[config.mk]
export PLATFORM = sky130hd
export DESIGN_NAME = uart_tx_engine
export DESIGN_NICKNAME = d
export VERILOG_FILES = /design/src/rtl/uart_tx_engine.sv
export SDC_FILE = /design/constraint.sdc
export NUM_CORES = 1
export LEC_CHECK = 0
export CORE_MARGIN = 5
export CORE_UTILIZATION = 55
export CTS_CLUSTER_DIAMETER = 80
export DETAILED_ROUTE_END_ITERATION = 10
export GPL_TIMING_DRIVEN = 0
export PLACE_DENSITY = 0.77
export SYNTH_ARGS = -nofsm -noshare
export SYNTH_HDL_FRONTEND = slang
export SYNTH_SLANG_ARGS = --single-unit
[constraint.sdc]
create_clock -name clk -period 2.35 [get_ports clk]
set_input_delay 0.5875 -clock clk [delete_from_list [all_inputs] [get_ports clk]]
set_output_delay 0.5875 -clock clk [all_outputs]
set_load 0.01 [all_outputs]
[src/rtl/uart_tx_engine.sv]
// uart_tx_engine: 8N1/8N2 UART transmitter, LSB first, with a one-byte holding
// register in front of the shift register so frames can be sent back-to-back.
module uart_tx_engine #(
  parameter int CLKS_PER_BIT = 217,
  parameter int STOP_BITS    = 1
) (
  input  logic       clk,
  input  logic       reset,
  input  logic [7:0] tx_data,
  input  logic       tx_valid,
  output logic       tx_ready,
  output logic       uart_tx,
  output logic       tx_busy,
  output logic       tx_done
);

  localparam int STOP_LEN = STOP_BITS * CLKS_PER_BIT;
  localparam int CNT_W    = (STOP_LEN > 2) ? $clog2(STOP_LEN) : 1;

  localparam logic [CNT_W-1:0] CNT_ZERO  = {CNT_W{1'b0}};
  localparam logic [CNT_W-1:0] CNT_ONE   = CNT_W'(1);
  localparam logic [CNT_W-1:0] BIT_LAST  = CNT_W'(CLKS_PER_BIT - 1);
  localparam logic [CNT_W-1:0] STOP_LAST = CNT_W'(STOP_LEN - 1);
  localparam logic [CNT_W-1:0] STOP_PRE  = CNT_W'(STOP_LEN - 2);

  typedef enum logic [1:0] {
    S_IDLE  = 2'd0,
    S_START = 2'd1,
    S_DATA  = 2'd2,
    S_STOP  = 2'd3
  } state_e;

  state_e           state_q, state_d;
  logic [7:0]       hold_q, hold_d;
  logic             hold_full_q, hold_full_d;
  logic [7:0]       shift_q, shift_d;
  logic [CNT_W-1:0] cnt_q, cnt_d;
  logic [2:0]       bit_idx_q, bit_idx_d;
  logic             tx_q, tx_d;
  logic             done_q, done_d;
  logic             ready_q;
  logic             busy_q;

  // Next-state logic for the holding register and the frame sequencer.
  always_comb begin
    state_d     = state_q;
    hold_d      = hold_q;
    hold_full_d = hold_full_q;
    shift_d     = shift_q;
    cnt_d       = cnt_q;
    bit_idx_d   = bit_idx_q;
    tx_d        = tx_q;
    done_d      = 1'b0;

    if (tx_valid && !hold_full_q) begin
      hold_d      = tx_data;
      hold_full_d = 1'b1;
    end else begin
      hold_d      = hold_q;
      hold_full_d = hold_full_q;
    end

    case (state_q)
      S_IDLE: begin
        tx_d = 1'b1;
        if (hold_full_q) begin
          shift_d     = hold_q;
          hold_full_d = 1'b0;
          state_d     = S_START;
          tx_d        = 1'b0;
          cnt_d       = CNT_ZERO;
        end else begin
          cnt_d = CNT_ZERO;
        end
      end
      S_START: begin
        if (cnt_q == BIT_LAST) begin
          state_d   = S_DATA;
          tx_d      = shift_q[0];
          bit_idx_d = 3'd0;
          cnt_d     = CNT_ZERO;
        end else begin
          cnt_d = cnt_q + CNT_ONE;
        end
      end
      S_DATA: begin
        if (cnt_q == BIT_LAST) begin
          cnt_d = CNT_ZERO;
          if (bit_idx_q == 3'd7) begin
            state_d = S_STOP;
            tx_d    = 1'b1;
          end else begin
            shift_d   = {1'b0, shift_q[7:1]};
            tx_d      = shift_q[1];
            bit_idx_d = bit_idx_q + 3'd1;
          end
        end else begin
          cnt_d = cnt_q + CNT_ONE;
        end
      end
      S_STOP: begin
        // A queued byte starts its start bit straight after the stop period.
        if (cnt_q == STOP_LAST) begin
          cnt_d = CNT_ZERO;
          if (hold_full_q) begin
            shift_d     = hold_q;
            hold_full_d = 1'b0;
            state_d     = S_START;
            tx_d        = 1'b0;
          end else begin
            state_d = S_IDLE;
            tx_d    = 1'b1;
          end
        end else begin
          cnt_d  = cnt_q + CNT_ONE;
          done_d = (cnt_q == STOP_PRE);
        end
      end
      default: begin
        state_d = S_IDLE;
        tx_d    = 1'b1;
        cnt_d   = CNT_ZERO;
      end
    endcase
  end

  // State and registered outputs; reset aborts any frame and drops the held byte.
  always_ff @(posedge clk) begin
    if (reset) begin
      state_q     <= S_IDLE;
      hold_q      <= 8'h00;
      hold_full_q <= 1'b0;
      shift_q     <= 8'h00;
      cnt_q       <= CNT_ZERO;
      bit_idx_q   <= 3'd0;
      tx_q        <= 1'b1;
      done_q      <= 1'b0;
      ready_q     <= 1'b1;
      busy_q      <= 1'b0;
    end else begin
      state_q     <= state_d;
      hold_q      <= hold_d;
      hold_full_q <= hold_full_d;
      shift_q     <= shift_d;
      cnt_q       <= cnt_d;
      bit_idx_q   <= bit_idx_d;
      tx_q        <= tx_d;
      done_q      <= done_d;
      ready_q     <= ~hold_full_d;
      busy_q      <= (state_d != S_IDLE) || hold_full_d;
    end
  end

  assign tx_ready = ready_q;
  assign uart_tx  = tx_q;
  assign tx_busy  = busy_q;
  assign tx_done  = done_q;

endmodule

==> results.tsv, run 1 <==
stage	metric	value	unit
synthesis	Mapped Area	1655	um^2
worst_setup_path	max incr delay on CP	430	ps
route	Via-to-Cell Ratio	5.645	
worst_setup_path	WP buf/inv	3	
worst_setup_path	WS Path Type	register to register	
worst_setup_path	CP required	2610	ps
synthesis	Yosys warning total	0	
sta	Worst Clk Skew	8.643	ps
clock_tree	PostCTS Resize Cnt	0	
synthesis	register area share after synthesis	41.12	%
worst_setup_path	CP Launch Type	register	
route	Via Count	1242	
die	core area	2978	um^2
route	wire per inst	14.57	um
clock_tree	Max clock buf depth	2	
global_route	vias in the first global route	1268	
run_status	status	finished clean	
sta	Final min period	1963	ps
layout	Finished Core Util	64.41	%
die	Die ar.	4207	um^2
route	first-pass iteration count of the detailed router	4	
placement	Placed Cells incl. Taps	213	
pwr	pwr dens	1087	nW/um^2
sta	achievable frequency	0.5093	GHz
clock_tree	Worst-path clk slew	100	ps
synthesis	average size of a mapped cell	9.972	um^2
sta	Setup TNS	0	ps
sta	RSZ-0062 raised after global routing	no	
layout	final instance count without filler cells	220	
worst_setup_path	Critical Path AT	2220	ps
pwr	Seq pwr share	36.8	%
layout	fillers	241	
min_path	Hold Path Class	register to register	
layout	commonest non-fill, non-tap cell in the layout	dfxtp_1	
pwr	maximum VDD drop	0.0005360	V
clock_tree	Post-CTS Setup Bufs	0	
global_route	Overflow after GRT	0	
global_route	total track usage	18.14	%
layout	ANT cells	0	
placement	Post-DP HPWL	2.301	mm
layout	layout cells sized above 1	11.23	%
sta	final worst-path cycle share	83.55	%
worst_setup_path	most used cell, CP	buf_6	
synthesis	synth unique cells	39	
global_route	largest net degree at the start of global routing	11	
run	maxcap violations	0	
sta	slew of the pin with the lowest slew margin	480.0	ps
die	Initial Utilization	55.59	%
global_route	initial antenna violation count	0	
clock_tree	Sink Count	34	
die	FP Rows	20	
die	chip width	64.86	um
sta	Rel. slew slack	68.00	%
worst_setup_path	Top Family by Delay on Critical Path	simple AND/OR/NAND/NOR gates	
layout	Layout area overhead	15.87	%
sta	setup violation total in the final timing report	0	
route	WL final	3.206	mm
worst_setup_path	Critical Path End Type	register	
placement	RD Place Congestion	0.8708	
synthesis	cell count after synthesis	166	
clock_tree	CTS hold repair buffers	0	
layout	most frequent cells in the layout	dfxtp_1, nor2_1, mux2i_1	
global_route	first-pass GRT wire length	5.761	mm
clock_tree	CTS tree	done	
clock_tree	Root Driver	clkbuf_4	
sta	max-slew violation count	0	
pwr	sw frac	35.58	%
die	Top-Level Pins	15	
layout	nets	206	
pwr	combinational power share	42.1	%
worst_setup_path	slowest cell on the critical path	dfxtp_1	
route	Routed Antenna Nets	0	
pwr	Pint	1.343	mW
pwr	Clock Power Share	21.2	%
worst_setup_path	worst-path cell chain	inv_1 -> ha_1 -> buf_6 -> and2_4 -> nor3_4 -> buf_6 -> a21oi_1 -> a311oi_1	
placement	I/O Buffers	14	
synthesis	Yosys reg bits	34	
route	# DRC	0	
pwr	Lkg Pwr	0.7681	nW
sta	Final Hold Fails	0	
clock_tree	# H-tree levels	2	
route	1st-iter DRT viols	96	
synthesis	Post-Syn Nets	185	
pwr	Sw Pwr	0.7415	mW
worst_setup_path	CP Max Fanout	10	
clock_tree	TritonCTS Buffers	5	
clock_tree	clk_lat worst skew	350	ps
die	Die Y	64.86	um
per-stage QoR:
step,setup slack [ps],cell area [um^2],hold slack [ps],total power [mW]
after floorplan,667.6,1655,448.7,1.441
after detailed placement,399.1,1837,461.7,1.661
after CTS,377.1,1918,487.1,2.106
after global placement,427.3,1837,450.4,1.616
final,386.6,1918,478.4,2.084
after global routing,222.0,1918,517.3,2.263
area by class of cell:
type                    count  area [um^2]  area share [%]
multi-input cells         116        892.1           46.51
flip-flops and latches     34        680.7           35.49
repair buffers             14        140.1           7.306
plain buffers               8        52.55           2.740
clock buffers               6        51.30           2.674
well taps                  33        41.29           2.153
clock inverters             1        30.03           1.566
inverters                   8        30.03           1.566
worst reg2reg max path: stages, from the launching register on:
cell      delay [ps]
dfxtp_1          430
inv_1            120
ha_1             220
buf_6            140
and2_4           160
nor3_4           300
buf_6            190
a21oi_1           70
a311oi_1         260
worst paths after layout:
check	endpoint	start	depth (start not counted)	slack (ps)
max	shift_q[5]	state_q[0]	8	390
min	uart_tx	uart_tx	1	480
max reg2reg	shift_q[5]	state_q[0]	8	390
min reg2reg	uart_tx	uart_tx	1	480
synth_stat cells:
cell type / count / area (um^2)
buf_6: 2 / 22.52
ha_1: 8 / 100.1
and3_1: 2 / 12.51
nand2_1: 1 / 3.750
nand4b_4: 1 / 23.77
nand3_1: 7 / 35.03
a21oi_1: 11 / 55.05
and4b_1: 1 / 10.01
mux2i_1: 16 / 160.2
buf_4: 1 / 7.510
and2_4: 1 / 8.760
or3_1: 1 / 6.260
inv_1: 8 / 30.03
dfxtp_1: 34 / 680.7
a31oi_1: 1 / 6.260
nand2b_1: 4 / 25.02
o21ai_0: 3 / 15.01
a21boi_0: 1 / 7.510
xnor2_1: 1 / 8.760
nand4bb_1: 2 / 22.52
a211o_1: 1 / 8.760
xor2_1: 5 / 43.79
nor2b_1: 3 / 18.77
nand3b_4: 1 / 20.02
a311oi_1: 7 / 61.31
o21ba_2: 2 / 20.02
buf_2: 3 / 15.01
nor2_1: 23 / 86.33
o22ai_4: 1 / 20.02
nor3_1: 2 / 10.01
o211ai_1: 2 / 15.01
and3b_1: 1 / 8.760
clkbuf_1: 2 / 7.510
o21bai_1: 2 / 15.01
nor3_4: 1 / 16.27
nor4_4: 1 / 21.27
o21a_1: 1 / 7.510
a221o_1: 1 / 10.01
o41ai_1: 1 / 8.760
kinds of logic after synthesis:
family,share of synthesized area (%)
AO/OA/AOI/OAI,15.12
XOR/XNOR,3.175
adder cells (fa/ha/maj),6.047
buffers and inverters,4.989
flip-flops,41.12
multiplexers,9.675
AND/OR/NAND/NOR,19.88
power by group through the flow:
stage / Combinational (mW) / Sequential [mW] / Clock, mW
5_1_grt: 0.995 / 0.779 / 0.489
3_5_place_dp: 0.883 / 0.778 / 0
3_3_place_gp: 0.848 / 0.768 / 0
6_report: 0.877 / 0.766 / 0.441
2_1_floorplan: 0.677 / 0.765 / 0
4_1_cts: 0.886 / 0.766 / 0.453
registers in the layout (all words and copies together) (netlist names):
register / cells
bit_idx_q: 3
cnt_q: 8
hold_full_q: 1
hold_q: 8
shift_q: 8
state_q: 2
tx_busy: 1
tx_done: 1
tx_ready: 1
uart_tx: 1
layer usage:
metal,track usage (%),vias to the layer above,share of wire (%)
met5,0,-,0
met4,12.14,0,1.9
li1,-,627,-
met3,5.546,7,5.9
met2,29.89,24,52
met1,19.91,584,41
(Power assumes the default switching activity.)
==> run 2: changes to the inputs <==
==> constraint.sdc (replaced) <==
create_clock -name clk -period 1.9 [get_ports clk]
set_input_delay 0.475 -clock clk [delete_from_list [all_inputs] [get_ports clk]]
set_output_delay 0.475 -clock clk [all_outputs]
set_load 0.01 [all_outputs]
==> results.tsv, run 2 (synthesis results as in run 1) <==
stage	metric	value	unit	change
run_status	status	finished clean		
route	Via-to-Cell Ratio	5.617		-0.50%
worst_setup_path	r2r worst-path depth	8		unchanged
die	chip width	64.86	um	unchanged
min_path	Hold Path Class	register to register		
route	1st-iter DRT viols	92		-4.2%
route	wire per inst	14.49	um	-0.56%
worst_setup_path	worst reg2reg setup slack	180	ps	-210 ps
sta	Rel. slew slack	67.79	%	-0.20 points
worst_setup_path	worst r2r dst	shift_q[5]		
layout	most frequent cells in the layout	dfxtp_1, nor2_1, mux2i_1		
worst_setup_path	Setup crit start	state_q[0]		
placement	I/O Buffers	14		unchanged
die	Initial Utilization	55.59	%	unchanged
sta	Final min period	1724	ps	-239.5 ps
sta	achievable frequency	0.5801	GHz	+14%
clock_tree	clk_lat worst skew	350	ps	about the same
clock_tree	# H-tree levels	2		unchanged
sta	final worst-path cycle share	90.73	%	+7.2 points
min_path	Hold Path Depth	1		unchanged
layout	layout cells sized above 1	12.70	%	+1.5 points
sta	Setup TNS	0	ps	unchanged
sta	max-slew violation count	0		unchanged
pwr	pwr dens	1358	nW/um^2	+25%
sta	Worst Clk Skew	8.419	ps	-0.2238 ps
run	maxcap violations	0		unchanged
layout	top flop regs	cnt_q (8), hold_q (8), shift_q (8)		
clock_tree	Max clock buf depth	2		unchanged
global_route	largest net degree at the start of global routing	11		unchanged
global_route	vias in the first global route	1275		+0.55%
route	first-pass iteration count of the detailed router	4		unchanged
worst_setup_path	CP Launch Type	register		
die	Top-Level Pins	15		unchanged
worst_setup_path	WS Path Type	register to register		
pwr	maximum VDD drop	0.0007263	V	+36%
layout	commonest non-fill, non-tap cell in the layout	dfxtp_1		
clock_tree	Root Driver	clkbuf_4		
clock_tree	CTS tree	done		
layout	ANT cells	0		unchanged
layout	nets	208		+0.97%
layout	Layout area overhead	16.86	%	
die	Die Y	64.86	um	unchanged
sta	setup violation total in the final timing report	0		unchanged
die	FP Rows	20		unchanged
worst_setup_path	CP Capture Point	shift_q[5]		
worst_setup_path	Critical Path End Type	register		
min_path	min-delay src	uart_tx		
layout	fin area	1934	um^2	+0.85%
layout	fillers	239		-0.83%
worst_setup_path	Critical Path AT	1980	ps	-240 ps
sta	slew of the pin with the lowest slew margin	483.1	ps	+3.070 ps
die	Die ar.	4207	um^2	unchanged
placement	Post-DP Area	1837	um^2	unchanged
clock_tree	Sink Count	34		unchanged
global_route	first-pass GRT wire length	5.802	mm	+0.71%
pwr	Lkg Pwr	0.7792	nW	+1.4%
placement	RD Place Congestion	0.8708		unchanged
global_route	total track usage	18.25	%	+0.11 points
route	# DRC	0		unchanged
layout	Finished Core Util	64.96	%	+0.55 points
die	core area	2978	um^2	unchanged
global_route	Overflow after GRT	0		unchanged
route	Routed Antenna Nets	0		unchanged
worst_setup_path	CP required	2160	ps	-450 ps
clock_tree	Worst-path clk slew	100	ps	about the same
clock_tree	TritonCTS Buffers	5		unchanged
worst_setup_path	CP Max Fanout	10		unchanged
global_route	initial antenna violation count	0		unchanged
sta	Final Hold Fails	0		unchanged
worst_setup_path	r2r startpoint	state_q[0]		
sta	RSZ-0062 raised after global routing	no		
placement	Post-DP HPWL	2.301	mm	unchanged
route	Via Count	1247		+0.40%
pwr	Tot Pwr	2.627	mW	+26%
route	WL final	3.217	mm	+0.34%
==> run 2: changes by cell type in the layout (fill, tap and decap cells not counted), sizes merged <==
| cell | change |
|---|---|
| buf | +2 |
==> run 2: report_power, final <==
part	total (mW)	internal, mW	leakage [nW]	switching (mW)
combinational	1.13	0.549	0.456	0.586
clock	0.543	0.306	0.0443	0.237
sequential	0.949	0.847	0.278	0.102
==> run 2: repair_timing <==
| item | 4_1_cts | 5_1_grt |
|---|---|---|
| resized for setup | 0 | 1 |
| pin swaps | 1 | 0 |
| setup buffers | 2 | 0 |
| cloned | 0 | 0 |
| hold buffers | 0 | 0 |
| setup endpoints to repair | 3 | 4 |
==> run 2: worst min path at each step <==
stage / to / slack (ps)
finish: uart_tx / 480
global route: bit_idx_q[1] / 520
CTS: uart_tx / 490
detailed placement: uart_tx / 460
global placement: uart_tx / 450
floorplan: cnt_q[0] / 450
==> run 2: area by class of cell <==
class / instances / area [um^2] / share of cell area, %
Buffer: 8 / 52.55 / 2.717
Clock buffer: 6 / 51.30 / 2.652
Clock inverter: 1 / 30.03 / 1.552
Inverter: 8 / 30.03 / 1.552
Multi-Input combinational cell: 116 / 892.1 / 46.12
Sequential cell: 34 / 681.9 / 35.25
Tap cell: 33 / 41.29 / 2.135
Timing Repair Buffer: 16 / 155.1 / 8.021
==> run 2: layer usage <==
layer	global-route usage (%)	wire length, um	vias to the layer above
li1	-	-	631
met1	20.13	1360	588
met2	30.01	1642	19
met3	5.546	137	9
met4	12.14	77	0
met5	0	0	-
==> run 2: metrics by stage <==
stage               setup slack (ps)  hold slack (ps)  std cells
global placement               43.80            450.4        213
detailed placement            -50.88            461.7        213
floorplan                      217.6            448.7        166
finish                         176.1            478.0        222
CTS                            83.16            487.1        222
global route                   6.270            517.3        222
==> run 2: worst max-delay path, cell delays in order, from the launching register on <==
cell      delay [ps]
dfxtp_2          390
inv_1             90
ha_1             210
buf_6            140
and2_4           160
nor3_4           160
buf_6            170
a21oi_1           70
a311oi_1         260
==> variant: new RTL, flow settings as in run 1 <==
`hold_q` no longer has a reset.
--- a/src/rtl/uart_tx_engine.sv
+++ b/src/rtl/uart_tx_engine.sv
@@ -130,3 +130,2 @@
       state_q     <= S_IDLE;
-      hold_q      <= 8'h00;
       hold_full_q <= 1'b0;
@@ -141,3 +140,2 @@
       state_q     <= state_d;
-      hold_q      <= hold_d;
       hold_full_q <= hold_full_d;
@@ -153,2 +151,6 @@
 
+  always_ff @(posedge clk) begin
+    hold_q <= hold_d;
+  end
+
   assign tx_ready = ready_q;
Function: no difference found for any inputs over 10 cycles, from zero or initial values and one cycle with reset high; that may be too few to reach the edited logic, so the function may still have changed.
==> variant against run 1 <==
Worst hold slack better by 0.0037 ns; sequential cell count stayed put; wire length is 7.3% lower; utilization is 3.7 points higher; worst setup slack worse by 0.0068 ns; synthesized area is 0.91% lower; die area is 0.77% lower; global-route usage is 1.9 points lower; via count is 5.1% lower; cell area is 0.39% lower.
Power is not compared: it rests on default switching activity, and its combinational part moved more than twofold at a synthesized area within 25%.
==> variant: results (changes against run 1) <==
Synth async-reset ratio = 0% (unchanged)
Post-detail-place hpwl = 2110 um (-8.1%)
Hold EP = bit_idx_q[1]
Drt initial violations = 73 (-24%)
Worst reg-to-reg setup slack = 0.38 ns
Mux contribution to synthesized area = 4.88% (-4.8 points)
Worst Hold Depth = 2 (+1)
Layout cells sized above 1 = 13.5% (+2.3 points)
Synth Area in Compound Gates = 16.4% (+1.3 points)
Met2 Resource Use GR = 26.8% (-3.1 points)
Fin nets = 188 (-8.7%)
Leak = 0.721 nW
H-tree Lvls = 2 (unchanged)
Largest net degree at the start of global routing = 12 (+1)
Crit Path Max Fanout = 10 (unchanged)
Wirelength per Cell = 14.8 um (+1.4%)
Crit path DAT = 2.18 ns (-0.04 ns)
Xor and xnor area share after synthesis = 3.20% (+0.029 points)
Clock Tree Buf Depth = 2 (unchanged)
CP peak stage delay = 0.41 ns (-0.02 ns)
Largest cells by area after synthesis = dfxtp_1 (32%), edfxtp_1 (15%), ha_1 (6.1%), mux2i_1 (4.9%), a311oi_1 (3.7%)
Max-Cap Viols = 0 (unchanged)
Met3 WL = 142 um (-25%)
GRT met3 Usage = 5.35% (-0.19 points)
Peak VDD IR = 483 uV
Slowest CP cell = dfxtp_1
Syn Nets = 168 (-9.2%)
Hold Crit Start = bit_idx_q[1]
Sequential share of the synthesized area = 46.4% (+5.3 points)
Yosys cell types = 44 (+13%)
RR Startpoint = state_q[0]
R2R depth = 7 (-1)
Met1 wire length = 1330 um (+2.3%)
Antenna violations before repair = 0 (unchanged)
Syn. warnings = 0 (unchanged)
Worst-skew pair later-pin latency = 0.34 ns
Top cells by count, synth = dfxtp_1 (26), nor2_1 (14), a21oi_1 (12), inv_1 (9)
Relative slew margins = 53.7% (-14 points)
Reg-to-Reg End = tx_busy
Met1 GRT Util = 19.6% (-0.33 points)
Post-synthesis adder-cell area fraction = 6.10% (+0.055 points)
Fin Clk Skew = 0.0107 ns (+0.00202 ns)
Fill cells = 222 (-7.9%)
Met2 wire len = 1440 um (-13%)
Status = complete, no violations
Pre-Repair DR Iteration Count = 4 (unchanged)
Placer Congestion = 0.845 (-3.0%)
DR vias = 1179 (-5.1%)
Total track usage = 16.2% (-1.9 points)
IO Port Bufs = 13 (-1)
Global-route wire length before repair = 5240 um (-9.1%)
Number of synthesized flops with an enable pin = 8 (+8)
[variant: changes by cell type in the layout (fill, tap and decap cells not counted), moves of 8 or more]
| cell | run 1 | this run |
|---|---|---|
| dfxtp_1 | 34 | 26 |
| mux2i_1 | 16 | 8 |
| nor2_1 | 23 | 14 |
| edfxtp_1 | 0 | 8 |
[variant: worst max-delay path, delay by kind of cell, from the launching register on]
kind | cells | cell delay, ns
and+or+nand+nor | 2 | 0.58
AOI/OAI and AO/OA | 2 | 0.35
buffers and inverters | 2 | 0.26
adders and majority gates | 1 | 0.24
DFF | 1 | 0.41
[variant: how the worst max path moves through the flow]
stage,start,cells after the start,to
2_1_floorplan,state_q[0],7,tx_busy
3_3_place_gp,tx_valid,2,hold_q[0]
3_5_place_dp,tx_valid,2,hold_q[1]
4_1_cts,state_q[0],7,tx_busy
5_1_grt,state_q[0],7,tx_busy
6_report,state_q[0],7,tx_busy
[variant: area by class of cell]
type                       instances  area share, %
buffer                             7           2.36
clock buffer                       5           1.96
clock inverter                     3           3.34
inverter                           9           1.77
multi-input combinational         99           41.9
sequential                        34           39.8
tap                               31           2.03
timing repair buffer              13           6.81
[variant: power by group]
group / internal, mW / switching, mW / total (mW)
Combinational: 0.129 / 0.140 / 0.269
Sequential: 0.658 / 0.0348 / 0.693
Clock: 0.328 / 0.194 / 0.521
Total: 1.11 / 0.369 / 1.48
[variant: per-stage QoR]
stage / std cells / hold WS [ns] / worst slack, ns / cell area [um2]
5_1_grt: 201 / 0.501 / 0.286 / 1910
3_3_place_gp: 193 / 0.458 / 0.273 / 1810
2_1_floorplan: 149 / 0.449 / 0.556 / 1640
6_report: 201 / 0.482 / 0.380 / 1910
3_5_place_dp: 193 / 0.466 / 0.256 / 1810
4_1_cts: 201 / 0.481 / 0.367 / 1910
